### config.mk
export PLATFORM = sky130hd
export DESIGN_NAME = regfile_wb_arbiter
export DESIGN_NICKNAME = d
export VERILOG_FILES = /design/src/rtl/regfile_wb_arbiter.sv
export SDC_FILE = /design/constraint.sdc
export NUM_CORES = 1
export LEC_CHECK = 0
export ABC_AREA = 0
export CORE_MARGIN = 3
export CORE_UTILIZATION = 35
export CTS_BUF_LIST = sky130_fd_sc_hd__clkbuf_8 sky130_fd_sc_hd__clkbuf_16
export DETAILED_ROUTE_END_ITERATION = 8
export PLACE_DENSITY = 0.73
export SLEW_MARGIN = 40
export SYNTH_ARGS = -nofsm -noshare
export SYNTH_HDL_FRONTEND = slang
export SYNTH_SLANG_ARGS = --single-unit
### constraint.sdc
create_clock -name clk -period 5.95 [get_ports clk]
set_input_delay 1.19 -clock clk [delete_from_list [all_inputs] [get_ports clk]]
set_output_delay 1.19 -clock clk [all_outputs]
set_load 0.02 [all_outputs]
### src/rtl/regfile_wb_arbiter.sv
// Register-file writeback arbiter: shares one write port between the ALU (A) and
// load (M) writeback paths, and tracks pending writes in a busy scoreboard for decode.
module regfile_wb_arbiter #(
   parameter int unsigned XLEN = 64,
   parameter int unsigned NREG = 32,
   parameter int unsigned AW   = 5
) (
   input  logic            clk,
   input  logic            reset,
   input  logic            a_valid,
   input  logic [AW-1:0]   a_rd,
   input  logic [XLEN-1:0] a_data,
   output logic            a_ready,
   input  logic            m_valid,
   input  logic [AW-1:0]   m_rd,
   input  logic [XLEN-1:0] m_data,
   output logic            m_ready,
   input  logic            issue_valid,
   input  logic [AW-1:0]   issue_rd,
   input  logic [AW-1:0]   rs1,
   input  logic [AW-1:0]   rs2,
   output logic            hazard,
   output logic            rf_we,
   output logic [AW-1:0]   rf_waddr,
   output logic [XLEN-1:0] rf_wdata,
   output logic [NREG-1:0] busy_vec
);

   typedef enum logic {
      GNT_A = 1'b0,
      GNT_M = 1'b1
   } grant_e;

   grant_e            last_grant_q, last_grant_d;
   logic              rf_we_q, rf_we_d;
   logic [AW-1:0]     rf_waddr_q, rf_waddr_d;
   logic [XLEN-1:0]   rf_wdata_q, rf_wdata_d;
   logic [NREG-1:0]   busy_q, busy_d;

   // Grant history register; after reset M is "last", so A wins the first conflict.
   always_ff @(posedge clk) begin
      if (reset) begin
         last_grant_q <= GNT_M;
      end else begin
         last_grant_q <= last_grant_d;
      end
   end

   // Round-robin grant between A and M, and grant-history update on handshake.
   always_comb begin
      a_ready      = 1'b0;
      m_ready      = 1'b0;
      last_grant_d = last_grant_q;
      if (a_valid && m_valid) begin
         if (last_grant_q == GNT_M) begin
            a_ready = 1'b1;
         end else begin
            m_ready = 1'b1;
         end
      end else if (a_valid) begin
         a_ready = 1'b1;
      end else if (m_valid) begin
         m_ready = 1'b1;
      end
      if (a_ready) begin
         last_grant_d = GNT_A;
      end else if (m_ready) begin
         last_grant_d = GNT_M;
      end
   end

   // Write-stage next state: capture the winning request; x0 is accepted but never written.
   always_comb begin
      rf_we_d    = 1'b0;
      rf_waddr_d = rf_waddr_q;
      rf_wdata_d = rf_wdata_q;
      if (a_ready) begin
         rf_we_d    = (a_rd != AW'(0));
         rf_waddr_d = a_rd;
         rf_wdata_d = a_data;
      end else if (m_ready) begin
         rf_we_d    = (m_rd != AW'(0));
         rf_waddr_d = m_rd;
         rf_wdata_d = m_data;
      end
   end

   // Write-stage registers driving the register file port.
   always_ff @(posedge clk) begin
      if (reset) begin
         rf_we_q    <= 1'b0;
         rf_waddr_q <= '0;
         rf_wdata_q <= '0;
      end else begin
         rf_we_q    <= rf_we_d;
         rf_waddr_q <= rf_waddr_d;
         rf_wdata_q <= rf_wdata_d;
      end
   end

   // Scoreboard next state: clear on commit, then set on issue so a newer producer wins.
   always_comb begin
      busy_d = busy_q;
      if (rf_we_q) begin
         busy_d[rf_waddr_q] = 1'b0;
      end
      if (issue_valid && (issue_rd != AW'(0))) begin
         busy_d[issue_rd] = 1'b1;
      end
      busy_d[0] = 1'b0;
   end

   // Scoreboard register.
   always_ff @(posedge clk) begin
      if (reset) begin
         busy_q <= '0;
      end else begin
         busy_q <= busy_d;
      end
   end

   // Decode hazard from current scoreboard state only; a same-cycle commit is not bypassed.
   always_comb begin
      hazard = ((rs1 != AW'(0)) && busy_q[rs1]) || ((rs2 != AW'(0)) && busy_q[rs2]);
   end

   assign rf_we    = rf_we_q;
   assign rf_waddr = rf_waddr_q;
   assign rf_wdata = rf_wdata_q;
   assign busy_vec = busy_q;

endmodule

# Word level (Yosys, flattened, before mapping)
# Cells that the tools add are included.
# totals
output_inout_bits,105
input_bits,158
register_bits,103
elab_cells,53
# op_classes
n_lt_le_gt_ge,6
mux,25
n_reduce_logical,13
n_bitwise,3
# op_table
operator,count
$mux 64,2
$mux 32,2
$and 32x32->32,1
$not 32->32,1
$or 32x32->32,1
$reduce_bool 5->1,5
$lt 5x6->1 const B,4
$mux 1,15
$bmux 1 s5,2
$demux 1 s5,2
$ge 5x1->1 const B,2
$mux 5,2
$logic_and 1x1->1,6
$reduce_bool 2->1,1
$logic_or 1x1->1,1

# Logic depth before layout (Yosys ltp)
# logic_depth
word_depth,9
mapped_depth,6
ltp_nobuf,5

# Least setup slack after synthesis
# No wires, ideal clock.
# synth_timing
kind,input to output
start,input port rs2[0]
end,output port hazard
path_buffers,1
stages,5
arrival_time_ns,2.489
t_required_ns,4.760
path_slack_ns,2.271
path_cell_list,buf_2 -> mux4_2 -> nand2b_1 -> a311oi_1 -> nand4_1
# synth_via
elab_chain_len,4
# synth_lines
element,line,text
start: declaration,21,"input logic [AW-1:0] rs2,"
$bmux 1 s5,124,hazard = ((rs1 != AW'(0)) && busy_q[rs1]) || ((rs2 != AW'(0)) && busy_q[rs2]);
$mux 1 (implied by the code),124,
$logic_and 1x1->1 *,124,
$logic_or 1x1->1 *,124,
end: declaration,22,"output logic hazard,"
# Mark *: on every way between the ends. The rest lies on a longest branch, timed or not. The select of a mux whose other input is x is not followed.

# Worst setup path in the final report
# layout_timing
start,input port rs1[2]
end,output port hazard
# layout_via
elab_chain_len,4
# layout_lines
element,line,text
start: declaration,20,"input logic [AW-1:0] rs1,"
$bmux 1 s5,124,
$mux 1 (implied by the code),124,
$logic_and 1x1->1 *,124,
$logic_or 1x1->1 *,124,
# Marks and branches as above.

==> results.txt <==
Status - finished, final reports clean
Post-DR vias/cell - 5.36
Vias after detailed routing - 5457
Via count of the first global-routing pass - 5455
Clock network latency to the later pin of the worst-skew pair - 0.34 ns
GRT Total Usage - 23.2%
Startpoint of the worst register-to-register path - last_grant_q
Max Cap Viol - 0
Clock tree from TritonCTS - built
Initial antenna violation count - 1
Worst Setup End Kind - primary output
Arrival time at the worst endpoint - 3.76 ns
Worst setup skew after layout - 0.00519 ns
Maximum number of pins on one net before global-route repair - 71
Biggest area contributors in the synthesized netlist - dfxtp_1, nand2_1, a311oi_1
Final wirelength - 18100 um
Path type of the worst min-delay path - flip-flop to flip-flop
Pins over their slew limit - 0
Inst Count DP - 1003
Flip-flop and latch count after synthesis - 102
Largest voltage drop on the vdd net - 0.148 mV
Final #Nets - 996
Fmax - 202 MHz
Post-Synthesis Mean Instance Area - 7.96 sq um
Hold violation count in the final report - 0
Slew Limit Headroom - 45.8%
Die Wd - 124 um
Final min period - 4.95 ns
RSZ-0062 raised after global routing - no
Global placer's final weighted congestion - 0.894
Placement Rows - 42
Number of antenna diodes - 0
Final Power - 1.78 mW
YS warnings - 0
Post-cts repair resize count - 0
Leakage power - 2.95 nW
Final sum of negative setup slack - 0 ns
HPWL Detailed - 13900 um
Post-CTS setup buffer count - 0
Ratio of cells with drive above 1 in the final layout - 4.74%
Number of cells traversed by the worst register-to-register path - 5
Net count of the mapped netlist - 769
Post-route clock period utilization - 83.2%
Cell type with the largest total area after synthesis - dfxtp_1
CTS Root Buffer Type - clkbuf_16
Critical path data required time - 4.76 ns
Reg-to-Reg End - rf_wdata[16]
Critical path fanouts, max - 11
Post-route standard cell area excluding fillers - 7860 sq um
Clock transition at the registers of the reported paths - 0.07 ns
Gate Count Post-Synth - 611
Post-synthesis sequential area ratio - 42.0%
Dpl cell area - 7550 sq um
Count of distinct cell types in the synthesized netlist - 42
Reg-to-reg slack, setup - 4.25 ns
Critical path class - input pin to primary output
DRT iter0 DRCs - 362
Cts bufs inserted - 9
FFs w/ async S/R, synth - 0%
Hold Startpoint - rf_wdata[42]
Number of H-tree levels - 3
Maximum clock insertion buffer count - 2
Primary FF master, synth - dfxtp_1
Count of nets left with antenna violations after detail routing - 0
Number of detailed-route iterations in the first pass - 5
Worst Hold End - rf_wdata[42]
Combined area of all synthesized cells - 4860 sq um
Number of clock sinks - 102
Total overflow reported by the global router - 0
Finish-stage setup viols - 0
Die Area - 15400 sq um
Power density over the cells - 226 nW/um^2
Critical path startpoint category - input pin
Die H - 124 um
Actual transition at the worst max-transition pin - 0.813 ns
Non-Filler Instances - 1019
Area overhead of the layout relative to synthesis - 61.5%
Number of buffer cells added on primary ports - 261
Share of the synthesized area in the top cell type - 42.0%
Wire length of the first global-routing pass - 28000 um
Final Core Density - 58.6%
Post-synth EDFFs - 0
Number of hold-repair buffers added at the cts stage - 0
Core ar. - 13400 sq um
DR WL/cell - 17.8 um
Initial Util - 36.3%
Count of cells along the worst hold path - 2
Count of boundary I/O pins - 263
DRC errors left - 0
-- worst max path at each step --
| stage | from | end | slack (ns) | cells past startpoint |
|---|---|---|---|---|
| after floorplan | rs2[0] | hazard | 2.27 | 5 |
| after CTS | rs1[2] | hazard | 0.99 | 7 |
| final | rs1[2] | hazard | 1.0 | 7 |
| after detailed placement | rs1[2] | hazard | 0.99 | 7 |
| after global routing | rs1[2] | hazard | 0.89 | 7 |
| after global placement | rs1[2] | hazard | 1.04 | 7 |
-- metrics by stage --
step	setup slack, ns	hold WS [ns]
5_1_grt	0.886	0.521
6_report	0.999	0.497
2_1_floorplan	2.27	0.513
3_3_place_gp	1.04	0.484
4_1_cts	0.994	0.500
3_5_place_dp	0.995	0.492
-- worst max-delay path, stage by stage --
cell and delay (ns):
clkdlybuf4s50_1 0.81, mux4_1 0.61, mux2i_1 0.16, nor3b_1 0.07, a311oi_1 0.24, nand4_1 0.12, clkdlybuf4s50_1 0.55
-- final cells by class --
class / count / area (sq um)
Clock buffer: 11 / 253
Multi-Input combinational cell: 455 / 2610
Clock inverter: 5 / 58.8
Timing Repair Buffer: 266 / 2660
Inverter: 4 / 15.0
Fill cell: 1179 / 5540
Tap cell: 176 / 220
Sequential cell: 102 / 2040
-- synthesized netlist by cell type (all sizes together) (4+ instances only) --
master,count
nand2,175
dfxtp,102
nor2,74
a311oi,70
clkbuf,39
o21ai,36
a21oi,33
buf,11
mux4,11
mux2,6
nand3b,6
nor3b,6
inv,4
mux2i,4
-- report_power, final --
group	internal [mW]	switching, mW	leakage (nW)
clock network	0.349	0.256	0.153
logic	0.216	0.199	1.95
registers	0.726	0.0300	0.841
-- state kept, by name, summed over array words and instances (netlist names) --
register      flops
rf_wdata         64
busy_vec         31
rf_waddr          5
last_grant_q      1
rf_we             1
-- routing by layer --
layer	global-route usage, %	vias to the layer above	part of all wire (%)
met1	26.4	2536	38
met3	9.17	27	11
met5	0	-	0.072
li1	-	2632	-
met2	39.8	260	49
met4	7.60	2	2.3
-- layout by cell type (no fill, tap or decap), drive strengths merged, types with 11 or more instances in the layout --
cell,n
dfxtp,102
a21oi,33
clkbuf,11
clkdlybuf4s50,260
o21ai,36
a311oi,70
mux4,11
nand2,175
nor2,74
-- cells by family (layout without fill, tap and decap cells) --
| group | Yosys count | count (layout) | share of synthesized area, % |
|---|---|---|---|
| mux | 21 | 21 | 7.54 |
| other cells | 1 | 1 | 0.0771 |
| compound gates | 148 | 148 | 21.3 |
| flops | 102 | 102 | 42.0 |
| buf+inv | 54 | 286 | 4.66 |
| simple gates | 285 | 285 | 24.5 |
Note: power is estimated with default switching activity, not from simulation.
